### config.mk
export PLATFORM = sky130hd
export DESIGN_NAME = fir_inverse_deconv
export DESIGN_NICKNAME = d
export VERILOG_FILES = /design/src/rtl/fir_inverse_deconv.sv
export SDC_FILE = /design/constraint.sdc
export NUM_CORES = 1
export LEC_CHECK = 0
export CAP_MARGIN = 5
export CORE_ASPECT_RATIO = 0.5
export CORE_MARGIN = 1.5
export CORE_UTILIZATION = 31
export CTS_CLUSTER_SIZE = 10
export DETAILED_ROUTE_END_ITERATION = 16
export PLACE_DENSITY_LB_ADDON = 0.1
export SLEW_MARGIN = 20
export SYNTH_ARGS = -nofsm -noshare
export SYNTH_HDL_FRONTEND = slang
export SYNTH_SLANG_ARGS = --single-unit
### constraint.sdc
create_clock -name clk -period 9.7 [get_ports clk]
set_input_delay 1.455 -clock clk [delete_from_list [all_inputs] [get_ports clk]]
set_output_delay 1.455 -clock clk [all_outputs]
set_load 0.05 [all_outputs]
### src/rtl/fir_inverse_deconv.sv
// Recursive deconvolver that undoes the 4-tap FIR (taps 2,4,6,8).
// Optional macro FIR_INV_SAT_EN: saturate out-of-range results to 0/255.
module fir_inverse_deconv #(
   parameter int unsigned C0_SHIFT = 1,
   parameter logic [7:0]  C1       = 8'd4,
   parameter logic [7:0]  C2       = 8'd6,
   parameter logic [7:0]  C3       = 8'd8
) (
   input  logic        clk,
   input  logic        res,
   input  logic [15:0] y_in,
   input  logic        in_valid,
   output logic        in_ready,
   input  logic        flush,
   output logic [7:0]  x_out,
   output logic        out_valid,
   output logic        err
);

   typedef enum logic [2:0] {
      S_IDLE,
      S_MAC1,
      S_MAC2,
      S_MAC3,
      S_RESOLVE
   } state_t;

   localparam logic [18:0] REM_MASK = 19'((19'd1 << C0_SHIFT) - 19'd1);

   state_t             r_state;
   state_t             w_next;
   logic signed [18:0] r_acc;
   logic [7:0]         r_h1;
   logic [7:0]         r_h2;
   logic [7:0]         r_h3;
   logic [7:0]         w_coef;
   logic [7:0]         w_hist;
   logic [15:0]        w_prod;
   logic signed [18:0] w_q;
   logic               w_rem_nz;
   logic               w_neg;
   logic               w_big;
   logic               w_err;
   logic [7:0]         w_x;

   assign in_ready = (r_state == S_IDLE);

   // State register; flush aborts back to IDLE.
   always_ff @(posedge clk) begin
      if (res || flush) r_state <= S_IDLE;
      else              r_state <= w_next;
   end

   // Next-state sequencing through the three MAC steps.
   always_comb begin
      w_next = r_state;
      unique case (r_state)
         S_IDLE:    if (in_valid) w_next = S_MAC1;
         S_MAC1:    w_next = S_MAC2;
         S_MAC2:    w_next = S_MAC3;
         S_MAC3:    w_next = S_RESOLVE;
         S_RESOLVE: w_next = S_IDLE;
         default:   w_next = S_IDLE;
      endcase
   end

   // Operand select for the single shared multiplier.
   always_comb begin
      w_coef = C1;
      w_hist = r_h1;
      unique case (r_state)
         S_MAC2: begin
            w_coef = C2;
            w_hist = r_h2;
         end
         S_MAC3: begin
            w_coef = C3;
            w_hist = r_h3;
         end
         default: begin
            w_coef = C1;
            w_hist = r_h1;
         end
      endcase
   end

   assign w_prod   = w_coef * w_hist;
   assign w_q      = r_acc >>> C0_SHIFT;
   assign w_rem_nz = |(r_acc & REM_MASK);
   assign w_neg    = w_q[18];
   assign w_big    = !w_neg && (w_q > 19'sd255);
   assign w_err    = w_rem_nz || w_neg || w_big;

`ifdef FIR_INV_SAT_EN
   // Clamp to the 8-bit sample range.
   always_comb begin
      w_x = w_q[7:0];
      if (w_neg)      w_x = 8'd0;
      else if (w_big) w_x = 8'd255;
   end
`else
   // Two's-complement truncation of the quotient.
   always_comb begin
      w_x = w_q[7:0];
   end
`endif

   // Accumulator, history and output registers.
   always_ff @(posedge clk) begin
      if (res) begin
         r_acc     <= '0;
         r_h1      <= '0;
         r_h2      <= '0;
         r_h3      <= '0;
         x_out     <= '0;
         out_valid <= 1'b0;
         err       <= 1'b0;
      end else begin
         out_valid <= 1'b0;
         err       <= 1'b0;
         if (flush) begin
            r_acc <= '0;
            r_h1  <= '0;
            r_h2  <= '0;
            r_h3  <= '0;
         end else begin
            unique case (r_state)
               S_IDLE: begin
                  if (in_valid) r_acc <= $signed({3'b000, y_in});
               end
               S_MAC1, S_MAC2, S_MAC3: begin
                  r_acc <= r_acc - $signed({3'b000, w_prod});
               end
               S_RESOLVE: begin
                  x_out     <= w_x;
                  err       <= w_err;
                  out_valid <= 1'b1;
                  r_h3      <= r_h2;
                  r_h2      <= r_h1;
                  r_h1      <= w_x;
               end
               default: r_acc <= r_acc;
            endcase
         end
      end
   end

endmodule

### After elaboration in Yosys (flattened, before gate mapping)

Index checks and enable logic that the tools add are counted.

* $mul: 1
* equality and inequality tests: 5
* mux-type cells: 7
* reduce and logical (&&, ||, !) cells: 12
* magnitude comparators: 1
* $add $sub $neg: 1
* bitwise operators: 2

Operator list (count)
* case mux 19 bit (2 select lines): 1
* 2-to-1 mux 19 bit: 1
* subtractor 19 x 17 -> 19 bit: 1
* greater-than comparator 18 x 9 -> 1 bit, second input constant: 1
* multiplier 8 x 8 -> 16 bit: 1
* case mux 8 bit (2 select lines): 1
* case mux 3 bit (4 select lines): 1
* case mux 4 bit (2 select lines): 1
* == test 3 x 2 -> 1 bit, second input constant: 2
* OR reduction 3 bit: 2
* AND reduction 2 bit: 2
* == test 3 x 1 -> 1 bit, second input constant: 1
* == test 3 bit, second input constant: 1
* zero test 3 bit: 1
* logical OR 1 bit: 3
* 2-to-1 mux 3 bit: 1
* inequality test 2 bit, second input constant: 1
* inverter 1 bit: 2
* nonzero test 2 bit: 1
* OR reduction 2 bit: 1
* logical AND 1 bit: 1
* zero test 1 bit: 1
* 2-to-1 mux 1 bit: 1

* bits in registers: 56
* logic and storage cells: 37
* output and inout port bits: 11

### Logic depth before layout (Yosys ltp)

Gate-level depths: netlist of the first run.

* word-level depth: 5
* gate-level depth with buffers: 22

### Worst setup path after synthesis of the first run

No wires, ideal clock.

* kind: register -> register
* from: register r_state[1]
* to: register r_acc[13]
* clock period less this slack: 4725 ps
* path slack: 4975 ps
* data arrival time: 4643 ps
* cell stages (with the launch flop): 23
* required time: 9618 ps
* buffers on the path: 2
* cells stage by stage: dfxtp_1 -> nand2b_1 -> clkbuf_1 -> nor2_1 -> and2_1 -> a21oi_1 -> fa_1 -> inv_1 -> ha_1 -> ha_1 -> fa_1 -> a21o_1 -> a21oi_1 -> o21bai_1 -> a21oi_1 -> xor2_1 -> ha_1 -> clkbuf_1 -> o211a_1 -> o21a_1 -> nor3_1 -> or4_1 -> o221ai_1

* longest elaborated chain between the ends: 5

RTL lines
* start, declared: RTL line 30 `state_t r_state;`
* start signal, assigned: RTL line 51 `else r_state <= w_next;`
* == test 3 x 2 -> 1 bit: RTL line 71, 127
* case mux 8 bit (2 select lines) or case mux 4 bit (2 select lines) (tied branches): RTL line 71 `unique case (r_state)`
* multiplier 8 x 8 -> 16 bit: RTL line 87 `assign w_prod = w_coef * w_hist;`
* subtractor 19 x 17 -> 19 bit: RTL line 132 `r_acc <= r_acc - $signed({3'b000, w_prod});`
* case mux 19 bit (2 select lines): RTL line 127 `unique case (r_state)`
* end signal, assigned: RTL line 129 `if (in_valid) r_acc <= $signed({3'b000, y_in});`
* end signal, assigned: RTL line 132
* end signal, assigned: RTL line 142 `default: r_acc <= r_acc;`
* end, declared: RTL line 32 `logic signed [18:0] r_acc;`

Parallel ways exist; a longest one is shown, timed or not.
A chain may end at the register's enable or synchronous reset.

### Worst setup path in the final report of the first run

* from: register r_state[2]
* to: register r_acc[18]

Same word-level chain as after synthesis.

==> impl_results.md, run 1 <==
* CTS tree: yes
* Comb pwr share at 19.4%
* Synth async-reset ratio at 0%
* Dpl ws at approximately 4.3 ns
* Number of hold buffers added after cts at 0
* Total Routing Usage GR at 18.8%
* Clock skew at slightly below 0.008 ns
* CP startpoint kind: flop
* ANT nets after route at 0
* Critical Path AT at around 5.8 ns
* Sequential-to-total area share from yosys stat at between 30% and 40%
* Crit path time final at 5.52 ns
* Final Max Slew Viols at 0
* Crit path largest cell delay at slightly above 0.6 ns
* Iter 0 DRT Violations at 181
* Clock Pin Slew Worst Setup and Hold Paths at 0.08 ns
* Max H-tree Level at 2
* Number of global-route vias before repair at 3200
* Top delay family on crit path: compound AO/OA/AOI/OAI gates
* Num CTS Buffers at 5
* Routed len/inst at 17.1 microns
* Post-synth cell types at 55
* PD cells at 129 nW/um^2
* Final WS setup at 4.18 ns
* Synth Instances at roughly 460
* Slowest CP cell: dfxtp_1
* Worst setup EP type: flop
* Area grow syn2layout at 14.9%
* Slew headroom at 35.2%
* IO buf count at 30
* Count of final setup violators at 0
* Clk pwr share at roughly 36%
* Primary FF master, synth: dfxtp_1
* Final Util at between 30 and 40%
* Largest net degree at the start of global routing at 40
* Max cap viols at 0
* First-pass GRT wire length at 17800 microns
* Status: complete, no violations
* Sink Count at 56
* Post-synth EDFFs at 0
* Antenna violations before repair at 0
* DRC viols at 0
* Syn. warnings at 0
* Peak VDD IR at 0.0646 mV
* CP max FO at 15
* Pre-antenna DRT Iters at 4
* Switching share of power at 30.8%
* Mux cell area share after synthesis at just under 2%
* Worst hold margin at 0.457 ns
* Crit path cell chain: nand2b_1, nor2_1, and2_1, a21o_1, fa_1, ha_1, ha_1, a21o_1, a211oi_1, nor2_1, o41ai_1, xor2_1, ha_1, a21o_1, a211oi_1, nand3_1, a211oi_1, mux2i_1
* Synth Area in Adders at between 10% and 20%
* Final wirelength at 10900 microns
* Final hold vios at 0
* Core area at about 11000 sq um
* Synthesized area per cell at 7.93 sq um
* Vias per cell at between 5 and 6
* CTS root buf: clkbuf_16
* Final period utilization at 56.9%
* Highest clock rate at 181 MHz
* Post-synthesis compound-gate area fraction at 22.5%
* TNS Setup at 0 ns
* XOR/XNOR Fraction of Synth Area at ~2.4%
* Critical path type: flop to flop
* Post-Synth Simple-Gate Area at ~25%
* Initial cell density of the core at 32.6%
* Setup Fix Bufs, Post-CTS at 0
* Congestion Overflow GR at 0
* DR vias at 3318
* Clock Path Buffers at 2
* Post-CTS Resized at 0
* Sequential share of power at between 40% and 50%
* Skew-Pair Late Insertion Delay at roughly 0.31 ns
* Static Leak at 1.68 nW
* FP Rows at 27
* Final HPWL DP at 7940 microns
* Largest family of logic cells by synthesized area: simple AND/OR/NAND/NOR gates
* Height of the die at 80.0 microns
* Crit path buffers/inverters at 0
* Crit path required time at 9.94 ns
* Reg2reg setup slack at 4.18 ns
* Sw power at 0.000168 W
* Width of the chip at 157 microns
* Full die area at approximately 13000 sq um
* RSZ-0062 raised after global routing: no
* Slew @ Worst Pin at between 0.9 and 1 ns
* Post-Syn Area at between 3000 and 4000 sq um
* Share of cells above drive strength 1 at 2.51%
* I/O pin cnt at 31
* Final #Nets at 534
* Number of register bits inferred by synthesis at 56
* N_diodes at 0
* Cell area after placement at 4080 sq um
* Design Area, Final at around 4200 sq um
* HP Class: flop to flop
* Internal at ~0.00038 W
* Post-Syn Nets at 521
* Gpl congestion at 0.815
[cell families (layout without fill, tap and decap cells)]
group,after synthesis,after routing
flops,56,56
xor+xnor,10,10
simple gates,192,192
mux,7,7
buf+inv,35,49
compound gates,127,127
fa+ha+maj,37,37
[routing by layer]
| layer | part of all wire, % | routed length, microns | vias up | GRT usage [%] |
|---|---|---|---|---|
| li1 | - | - | 1682 | - |
| met1 | 55 | 6020 | 1579 | 29.1 |
| met2 | 39 | 4230 | 49 | 26.1 |
| met3 | 4.8 | 525 | 8 | 3.91 |
| met4 | 1.0 | 114 | 0 | 3.58 |
| met5 | 0 | 0 | - | 0 |
[per-stage QoR]
step                cells  power, W
floorplan             464  0.000320
global placement      629  0.000354
detailed placement    629  0.000352
CTS                   637  0.000549
global route          637  0.000573
finish                637  0.000544
[worst paths after layout]
kind | depth (start not counted) | to | from
setup / recovery | 18 | r_acc[18] | r_state[2]
hold / removal | 2 | x_out[5] | x_out[5]
setup reg to reg | 18 | r_acc[18] | r_state[2]
hold reg to reg | 2 | x_out[5] | x_out[5]
[tightest hold or removal path, cell delays in order (launching register included)]
cell and delay (ns):
dfxtp_1 0.31, nand2_1 0.05, a21oi_1 0.05
[flip-flops by register name, indices dropped and copies added (netlist names)]
signal     count
r_h3           8
r_h2           8
r_state        3
r_h1           8
r_acc         19
err            1
x_out          8
out_valid      1
[cells in the final DEF (no fill, tap or decap), types with 7 or more instances in the layout]
cell / instances
or3_1: 10
fa_1: 7
nand2_1: 87
dfxtp_1: 56
o211ai_1: 7
and3_1: 10
a21oi_1: 47
a21o_1: 9
clkdlybuf4s50_1: 30
inv_1: 11
nor3_1: 13
ha_1: 30
and2_1: 9
o21ai_0: 17
nor2_1: 30
a211oi_1: 11
[final cells by class]
class,instances,area (sq um)
Inverter,11,41.3
Sequential cell,56,1120
Fill cell,1230,7060
Tap cell,159,199
Clock inverter,3,25.0
Timing Repair Buffer,30,300
Clock buffer,5,125
Multi-Input combinational cell,373,2410
[synth_stat cells (all sizes together) (2+ instances only)]
library cell	instances	area share, %
a211oi	11	2.2
a21o	9	1.8
a21oi	47	6.4
a22oi	3	0.61
and2	9	1.5
and3	10	1.7
buf	10	1.3
clkbuf	14	1.4
dfxtp	56	30
fa	7	3.8
ha	30	10
inv	11	1.1
mux2	2	0.61
mux2i	5	1.4
nand2	87	8.9
nand2b	6	1.0
nand3	6	0.82
nor2	30	3.1
nor2b	4	0.68
nor3	14	2.2
nor3b	2	0.54
nor4	5	0.85
o211a	4	1.1
o211ai	8	1.8
o21a	5	1.0
o21ai	20	2.7
o21bai	2	0.41
o221ai	5	1.2
o31a	2	0.48
or2	3	0.51
or3	10	1.7
or4	2	0.41
xnor2	5	1.2
xor2	5	1.2
[power groups by stage]
stage | combinational [W] | clock (W) | sequential [W]
global placement | 0.000106 | 0 | 0.000248
global route | 0.000117 | 0.000212 | 0.000243
finish | 0.000106 | 0.000196 | 0.000242
detailed placement | 0.000104 | 0 | 0.000248
floorplan | 0.0000761 | 0 | 0.000244
CTS | 0.000105 | 0.000202 | 0.000242
(Power assumes the default switching activity.)
==> run 2: changes to the inputs <==
clock period = 5.5 ns   (was 9.7 ns; I/O delays follow)
==> impl_results.md, run 2 (synthesis results as in run 1) <==
* Area grow syn2layout at 15.9%
* HP Class: flop to flop
* Vias per cell at 5.13 (-1.5%)
* Internal at 0.000666 W (+77%)
* Clock Path Buffers at 2 (unchanged)
* Pre-antenna DRT Iters at 4 (unchanged)
* Final Util at 37.8% (+0.33 points)
* Crit path time final at 5.01 ns (-0.516 ns)
* PD cells at 226 nW/um^2 (+75%)
* Congestion Overflow GR at 0 (unchanged)
* Full die area at 12600 sq um (unchanged)
* Comb pwr share at 19.7% (+0.3 points)
* Num CTS Buffers at 5 (unchanged)
* Min-delay src: x_out[5]
* Skew-Pair Late Insertion Delay at 0.30 ns (about the same)
* Final Max Slew Viols at 0 (unchanged)
* Commonest cells after routing, fill and taps aside: 87 x nand2_1, 56 x dfxtp_1, 47 x a21oi_1
* Worst hold path stage count at 2 (unchanged)
* Final period utilization at 91.0% (+34 points)
* Switching share of power at 30.8% (about the same)
* RSZ-0062 raised after global routing: no
* Antenna violations before repair at 0 (unchanged)
* CP max FO at 9 (-6)
* Slew @ Worst Pin at 0.988 ns (+0.0162 ns)
* IO buf count at 30 (unchanged)
* Core area at 11300 sq um (unchanged)
* Reg2reg setup slack at 0.49 ns (-3.68 ns)
* Gpl congestion at 0.843 (+3.5%)
* Most common cell after layout, fill and taps aside: nand2_1
* Final HPWL DP at 7870 microns (-0.78%)
* Max cap viols at 0 (unchanged)
* # fillers at 1197 (-2.7%)
* Largest net degree at the start of global routing at 40 (unchanged)
* Initial cell density of the core at 32.6% (unchanged)
* DRC viols at 0 (unchanged)
* Peak VDD IR at 0.121 mV (+87%)
* Routed len/inst at 16.7 microns (-2.1%)
* Highest clock rate at 200 MHz (+10%)
* Status: complete, no violations
* ANT nets after route at 0 (unchanged)
* Width of the chip at 157 microns (unchanged)
* Worst setup EP type: flop
* Sink Count at 56 (unchanged)
* Sequential share of power at 44.3% (-0.2 points)
* N_diodes at 0 (unchanged)
* Max H-tree Level at 2 (unchanged)
* DR vias at 3290 (-0.84%)
* Critical path type: flop to flop
* Max reg flops at 19 (unchanged)
* CP startpoint kind: flop
* First-pass GRT wire length at 17400 microns (-2.5%)
* Static Leak at 1.70 nW (+1.3%)
* Clk pwr share at 36.0% (about the same)
* Final hold vios at 0 (unchanged)
* Clock skew at 0.00407 ns (-0.00376 ns)
* R2R Path Start: r_state[1]
* Iter 0 DRT Violations at 225 (+24%)
* Worst reg2reg endpoint: r_acc[18]
* Count of final setup violators at 0 (unchanged)
* CTS tree: yes
* Critical Path AT at 5.25 ns (-0.51 ns)
* Total power at 0.000963 W (+77%)
* FP Rows at 27 (unchanged)
* I/O pin cnt at 31 (unchanged)
* TNS Setup at 0 ns (unchanged)
* Final #Nets at 538 (+0.75%)
* Height of the die at 80.0 microns (unchanged)
* Total Routing Usage GR at 18.3% (-0.47 points)
* Hold path endpoint: x_out[5]
* CTS root buf: clkbuf_16
* Sw power at 0.000297 W (+77%)
* Reg2Reg Depth at 18 (unchanged)
* Share of cells above drive strength 1 at 3.73% (+1.2 points)
* Number of global-route vias before repair at 3141 (-1.8%)
* Crit path required time at 5.74 ns (-4.20 ns)
* Slew headroom at 34.1% (-1.1 points)
* Number of hold buffers added after cts at 0 (unchanged)
* Final wirelength at 10700 microns (-1.5%)
* Largest Register: r_acc
* Clock Pin Slew Worst Setup and Hold Paths at 0.08 ns (about the same)
run 2: cell count changes in the layout (fill, tap and decap cells not counted), sizes merged:
cell / previous run / this run
buf: 0 / 4
run 2: stage by stage:
step,hold WS [ns],worst slack [ns],cells,area (sq um)
2_1_floorplan,0.432,0.775,464,3680
3_3_place_gp,0.445,0.463,633,4110
3_5_place_dp,0.448,0.323,633,4110
4_1_cts,0.460,0.271,641,4260
5_1_grt,0.493,0.0499,641,4260
6_report,0.458,0.494,641,4260
run 2: cell type report:
class | count | area [sq um] | share of cell area, %
clock buffers | 5 | 125 | 2.93
repair buffers | 34 | 330 | 7.75
clock inverters | 3 | 25.0 | 0.587
flip-flops and latches | 56 | 1120 | 26.3
well taps | 159 | 199 | 4.67
inverters | 11 | 41.3 | 0.968
multi-input cells | 373 | 2420 | 56.8
run 2: metal layers:
| layer | global-route usage [%] | wire, microns | up-vias |
|---|---|---|---|
| met5 | 0 | 0 | - |
| met4 | 3.49 | 62 | 0 |
| met3 | 3.80 | 605 | 4 |
| met2 | 25.4 | 4310 | 54 |
| met1 | 28.4 | 5750 | 1536 |
| li1 | - | - | 1696 |
run 2: power groups by stage:
stage | clock [W] | combinational [W] | sequential, W
floorplan | 0 | 0.000134 | 0.000430
global placement | 0 | 0.000188 | 0.000436
detailed placement | 0 | 0.000186 | 0.000436
CTS | 0.000357 | 0.000188 | 0.000426
global route | 0.000377 | 0.000211 | 0.000428
finish | 0.000347 | 0.000190 | 0.000427
run 2: worst max path at each step:
| stage | start | to | slack (ns) | cells after the start |
|---|---|---|---|---|
| finish | r_state[1] | r_acc[18] | 0.49 | 18 |
| global route | r_state[1] | r_acc[17] | 0.05 | 18 |
| CTS | r_state[1] | r_acc[18] | 0.27 | 18 |
| detailed placement | r_state[1] | r_acc[18] | 0.32 | 18 |
| global placement | r_state[1] | r_acc[18] | 0.46 | 18 |
| floorplan | r_state[1] | r_acc[13] | 0.77 | 22 |
run 2: critical path: stages (launching register included):
cell	delay [ns]
dfxtp_1	0.52
nand2b_1	0.14
nor2_2	0.28
and2_1	0.21
a21o_1	0.11
fa_1	0.42
ha_1	0.35
ha_1	0.30
a21o_1	0.17
a211oi_1	0.23
nor2_1	0.10
o41ai_1	0.32
xor2_1	0.32
ha_1	0.38
a21o_1	0.23
a211oi_2	0.29
nand3_1	0.11
a211oi_1	0.26
mux2i_1	0.20
run 2: timing repair:
action | CTS | global route
setup buffers | 0 | 0
setup endpoints to repair | 0 | 6
gates resized for setup | 0 | 2
endpoints found under the hold margin | 0 | 0
